### config.mk
export PLATFORM = sky130hd
export DESIGN_NAME = equiv_sweep_ctrl
export DESIGN_NICKNAME = d
export VERILOG_FILES = /design/src/rtl/equiv_sweep_ctrl.sv
export SDC_FILE = /design/constraint.sdc
export NUM_CORES = 1
export LEC_CHECK = 0
export ABC_AREA = 0
export CORE_UTILIZATION = 25
export CTS_BUF_LIST = sky130_fd_sc_hd__clkbuf_4 sky130_fd_sc_hd__clkbuf_8 sky130_fd_sc_hd__clkbuf_16
export CTS_CLUSTER_DIAMETER = 200
export DETAILED_ROUTE_END_ITERATION = 10
export GPL_TIMING_DRIVEN = 0
export PLACE_DENSITY = 0.54
export SLEW_MARGIN = 20
export SYNTH_ARGS = -nofsm -noshare
export SYNTH_HDL_FRONTEND = slang
export SYNTH_SLANG_ARGS = --single-unit
### constraint.sdc
create_clock -name clk -period 3.23 [get_ports clk]
set_input_delay 0.646 -clock clk [delete_from_list [all_inputs] [get_ports clk]]
set_output_delay 0.646 -clock clk [all_outputs]
set_load 0.01 [all_outputs]
### src/rtl/equiv_sweep_ctrl.sv
// Clocked sweep sequencer that drives every input combination to N_FUNC original/simplified
// function pairs and accumulates mismatches. Optional first-fail capture: EQV_FIRST_FAIL_EN.
module equiv_sweep_ctrl #(
    parameter int N_IN   = 2,
    parameter int N_FUNC = 5,
    parameter int FF_W   = (N_FUNC > 1) ? $clog2(N_FUNC) : 1
) (
    input  logic              clk,
    input  logic              rst_n,
    input  logic              start,
    input  logic              abort,
    input  logic [N_FUNC-1:0] f_orig,
    input  logic [N_FUNC-1:0] f_simp,
    output logic [N_IN-1:0]   vec,
    output logic              busy,
    output logic              done,
    output logic              pass,
    output logic [N_FUNC-1:0] fail_mask,
    output logic [N_IN:0]     err_cnt
`ifdef EQV_FIRST_FAIL_EN
    ,
    output logic              ff_valid,
    output logic [N_IN-1:0]   ff_vec,
    output logic [FF_W-1:0]   ff_idx
`endif
);

    // state   | meaning
    // S_IDLE  | waiting for start; results of the last sweep held
    // S_SWEEP | one input vector per cycle, mismatches accumulated on each edge
    typedef enum logic {S_IDLE = 1'b0, S_SWEEP = 1'b1} state_t;

    localparam logic [N_IN-1:0] VEC_LAST = '1;

    state_t            r_state, w_state_nxt;
    logic [N_IN-1:0]   r_vec, w_vec_nxt;
    logic              r_busy, w_busy_nxt;
    logic              r_done, w_done_nxt;
    logic              r_pass, w_pass_nxt;
    logic [N_FUNC-1:0] r_fail_mask, w_fail_mask_nxt;
    logic [N_IN:0]     r_err_cnt, w_err_cnt_nxt;

    logic [N_FUNC-1:0] w_mm;
    logic              w_any_mm;
    logic              w_last;
    logic              w_accept;

    assign w_mm     = f_orig ^ f_simp;
    assign w_any_mm = |w_mm;
    assign w_last   = (r_vec == VEC_LAST);
    assign w_accept = (r_state == S_IDLE) && start && !abort;

    always_ff @(posedge clk or negedge rst_n) begin
        if (!rst_n) begin
            r_state <= S_IDLE;
        end else begin
            r_state <= w_state_nxt;
        end
    end

    always_comb begin
        w_state_nxt = r_state;
        case (r_state)
            S_IDLE:  if (w_accept) w_state_nxt = S_SWEEP;
            S_SWEEP: if (abort || w_last) w_state_nxt = S_IDLE;
            default: w_state_nxt = S_IDLE;
        endcase
    end

    always_comb begin
        w_vec_nxt       = r_vec;
        w_busy_nxt      = r_busy;
        w_done_nxt      = 1'b0;
        w_pass_nxt      = r_pass;
        w_fail_mask_nxt = r_fail_mask;
        w_err_cnt_nxt   = r_err_cnt;
        case (r_state)
            S_IDLE: begin
                if (w_accept) begin
                    w_vec_nxt       = '0;
                    w_fail_mask_nxt = '0;
                    w_err_cnt_nxt   = '0;
                    w_busy_nxt      = 1'b1;
                    w_pass_nxt      = 1'b0;
                end
            end
            S_SWEEP: begin
                if (abort) begin
                    // partial fail_mask/err_cnt are left visible for debug
                    w_vec_nxt  = '0;
                    w_busy_nxt = 1'b0;
                    w_pass_nxt = 1'b0;
                end else begin
                    w_fail_mask_nxt = r_fail_mask | w_mm;
                    w_err_cnt_nxt   = r_err_cnt + {{N_IN{1'b0}}, w_any_mm};
                    if (w_last) begin
                        w_vec_nxt  = '0;
                        w_busy_nxt = 1'b0;
                        w_done_nxt = 1'b1;
                        w_pass_nxt = ~|(r_fail_mask | w_mm);
                    end else begin
                        w_vec_nxt = r_vec + 1'b1;
                    end
                end
            end
            default: begin
                w_vec_nxt  = '0;
                w_busy_nxt = 1'b0;
            end
        endcase
    end

    always_ff @(posedge clk or negedge rst_n) begin
        if (!rst_n) begin
            r_vec       <= '0;
            r_busy      <= 1'b0;
            r_done      <= 1'b0;
            r_pass      <= 1'b0;
            r_fail_mask <= '0;
            r_err_cnt   <= '0;
        end else begin
            r_vec       <= w_vec_nxt;
            r_busy      <= w_busy_nxt;
            r_done      <= w_done_nxt;
            r_pass      <= w_pass_nxt;
            r_fail_mask <= w_fail_mask_nxt;
            r_err_cnt   <= w_err_cnt_nxt;
        end
    end

    assign vec       = r_vec;
    assign busy      = r_busy;
    assign done      = r_done;
    assign pass      = r_pass;
    assign fail_mask = r_fail_mask;
    assign err_cnt   = r_err_cnt;

`ifdef EQV_FIRST_FAIL_EN
    logic            r_ff_valid;
    logic [N_IN-1:0] r_ff_vec;
    logic [FF_W-1:0] r_ff_idx;
    logic [FF_W-1:0] w_low_idx;

    // scan from the top so the lowest mismatching index is the one left standing
    always_comb begin
        w_low_idx = '0;
        for (int i = N_FUNC - 1; i >= 0; i--) begin
            if (w_mm[i]) w_low_idx = FF_W'(i);
        end
    end

    always_ff @(posedge clk or negedge rst_n) begin
        if (!rst_n) begin
            r_ff_valid <= 1'b0;
            r_ff_vec   <= '0;
            r_ff_idx   <= '0;
        end else if (w_accept) begin
            r_ff_valid <= 1'b0;
            r_ff_vec   <= '0;
            r_ff_idx   <= '0;
        end else if (r_state == S_SWEEP && !abort && w_any_mm && !r_ff_valid) begin
            r_ff_valid <= 1'b1;
            r_ff_vec   <= r_vec;
            r_ff_idx   <= w_low_idx;
        end
    end

    assign ff_valid = r_ff_valid;
    assign ff_vec   = r_ff_vec;
    assign ff_idx   = r_ff_idx;
`endif

endmodule

==> results.ini <==
[setup_path]
cp_slowest_cell = or4_4
max_stage_delay_ns = 0.55
timing.rr.start = r_state
worstReg2RegEnd = pass
cp_cell_sequence = clkdlybuf4s50_1, xor2_1, or4_4, or2_1, ha_1, ha_1, nor3b_1, a21oi_1, o2bb2ai_1
criticalPathCategory = input pin to flip-flop
required_ns = 3.41
r2r_slack_ns = 1.71
cp_top_family = simple AND/OR/NAND/NOR gates
critPathMaxFanout = 2
cp-end-kind = flip-flop
cp_data_arrival_time_ns = 2.69
crit_path_frequent_cell = ha_1
critPathBufInv = 1
rr_worst_depth = 4
crit_path_start_kind = input pin

[timing]
worst-slew-pin-transition_ns = 0.626
rsz0062_at_grt = false
hold_viol_final = 0
clock_skew_ns = 0.00772
slew_headroom_pct = 58.1
max_freq_mhz = 399
period_share_pct = 77.7
fin_crit_ns = 2.51
setup_viol = 0
tns_ns = 0
drv_slew = 0

[route]
drtIter0Drc = 14
dr.pass1.iters = 4
antenna_left = 0
drc = 0
routed_wl_um = 1550
via_per_inst = 4.67
wire_per_inst_um = 12.2
vias = 593

[clocking]
cts.sinks = 14
cts_tree = done
post_cts_buffers = 0
cts-root-buf = clkbuf_4
insertion_delay_ns = 0.28
htreeDepth = 1
clockBufferDepth = 2
cts.clk_slew.worst_paths_ns = 0.09
cts-buffers-inserted = 3
cts_resized = 0
hold_buffers = 0

[placed_design]
place_area_um2 = 993
hpwlAfterDp_um = 1200
placement.io_buffers = 26
place.gp.congestion = 0.773

[global_routing]
gr-total-overflow = 0
antenna_found_initial = 0
grt_pass1_vias = 543
grt_start_max_net_pins = 15
track_usage_pct = 12.6
grt_pass1_wl_um = 2550

[power]
switching_share_pct = 28.7
p_sw_uw = 141
powerDensity_nw_per_um2 = 478
p_seq_share_pct = 45.1
clockPowerShare_pct = 25.9
power_frac_comb_pct = 29.0
peakVddDrop_mv = 0.249
leakagePower_uw = 0.000433
intPower_uw = 351

[yosys]
seq_area_frac_synth_pct = 50.4
synthArstFlopShare_pct = 100
synthFlopType = dfrtp_1
syn_avg_cell_area_um2 = 10.4
ys_warn_count = 0
syn_nets = 84
syn_inst = 67
synth_top_cell_area_share_pct = 50.4
yosysMostFrequentCell = dfrtp_1
yosys.area.top_type = dfrtp_1
synth_cell_type_count = 24
synth_area_um2 = 696
synth_enable_flop_cells = 0
yosys-top-cells-area = dfrtp_1 (50%), a21oi_1 (7.2%), xor2_1 (6.3%)
synth_seq_cells = 14
ys_top_cells_by_count = dfrtp_1 (14), a21oi_1 (10), nor2_1 (7)

[run_status]
status = finished clean

[finish]
fill_cells = 266
drive_gt1_share_pct = 7.22
final_nets = 115
diodes = 0
synthToLayoutAreaGrowth_pct = 48.0
fin_area_um2 = 1030

[hold_path]
holdPathStages = 1
hold_path.class = flip-flop to flip-flop
holdCritStartpoint = err_cnt[0]
min_to = err_cnt[0]

[flow_run]
drv_cap = 0

[die]
fp.dieH_um = 54.8
die-area_um2 = 3000
die_x_um = 54.8
io_pins = 27
initial_core_util_pct = 27.3
std_cell_rows = 18
core_um2 = 2540

## per-layer routing
| layer | track usage [%] | routed length [um] | up-vias |
|---|---|---|---|
| li1 | - | - | 302 |
| met4 | 3.85 | 11 | 0 |
| met2 | 18.9 | 681 | 20 |
| met1 | 16.0 | 743 | 269 |
| met5 | 0 | 0 | - |
| met3 | 5.83 | 109 | 2 |
## metrics by stage
stage / power [uW] / cells / hold WS (ns) / worst slack, ns / utilization, %
floorplan: 289 / 67 / 0.350 / 0.920 / -
global placement: 368 / 123 / 0.511 / 0.407 / 39.0
detailed placement: 370 / 123 / 0.518 / 0.403 / 39.0
CTS: 495 / 127 / 0.537 / 0.707 / 40.5
global route: 523 / 127 / 0.551 / 0.561 / 40.5
finish: 492 / 127 / 0.542 / 0.721 / 40.5
## cell type report
type	count	area, um2	area share, %
Clock buffer	4	36.3	3.52
Timing Repair Buffer	26	260	25.3
Buffer	2	7.51	0.729
Inverter	4	15.0	1.46
Tap cell	30	37.5	3.65
Multi-Input combinational cell	47	323	31.3
Sequential cell	14	350	34.0
## kinds of logic (layout without fill, tap and decap cells)
family | Yosys count | after routing | synth area share (%)
compound gates | 21 | 21 | 20.3
simple gates | 17 | 17 | 13.0
flops | 14 | 14 | 50.4
buf+inv | 6 | 36 | 3.24
xor+xnor | 5 | 5 | 6.29
fa+ha+maj | 3 | 3 | 5.40
mux | 1 | 1 | 1.44
## worst max-delay path by stage
| stage | from | end | slack [ns] | cells past startpoint |
|---|---|---|---|---|
| finish | f_simp[0] | err_cnt[2] | 0.72 | 9 |
| global route | f_simp[0] | err_cnt[2] | 0.56 | 9 |
| CTS | f_simp[0] | err_cnt[2] | 0.71 | 9 |
| detailed placement | f_simp[0] | err_cnt[2] | 0.40 | 9 |
| global placement | f_simp[0] | err_cnt[2] | 0.41 | 9 |
| floorplan | f_simp[0] | err_cnt[2] | 0.92 | 8 |
## registers in the layout (all words and copies together), names as in the netlist
name / flops
r_state: 1
err_cnt: 3
fail_mask: 5
done: 1
vec: 2
busy: 1
pass: 1
## cell usage in the layout, fill, tap and decap left out, types with 2 or more instances in the layout
cell type	n
clkbuf_1	2
inv_1	3
clkbuf_4	3
a21oi_1	10
nor2_1	7
a32o_1	3
xor2_1	5
dfrtp_1	14
clkdlybuf4s50_1	26
nor3_1	2
a22o_1	2
o21ai_1	2
nand2b_1	2
ha_1	3
## power by group through the flow
stage	Combinational (uW)	Sequential, uW	Clock, uW
after floorplan	55.7	233	0
after global placement	143	225	0
after detailed placement	145	225	0
after CTS	146	222	128
after global routing	160	226	137
final	143	222	128
Power figures use the tool's default switching activity.
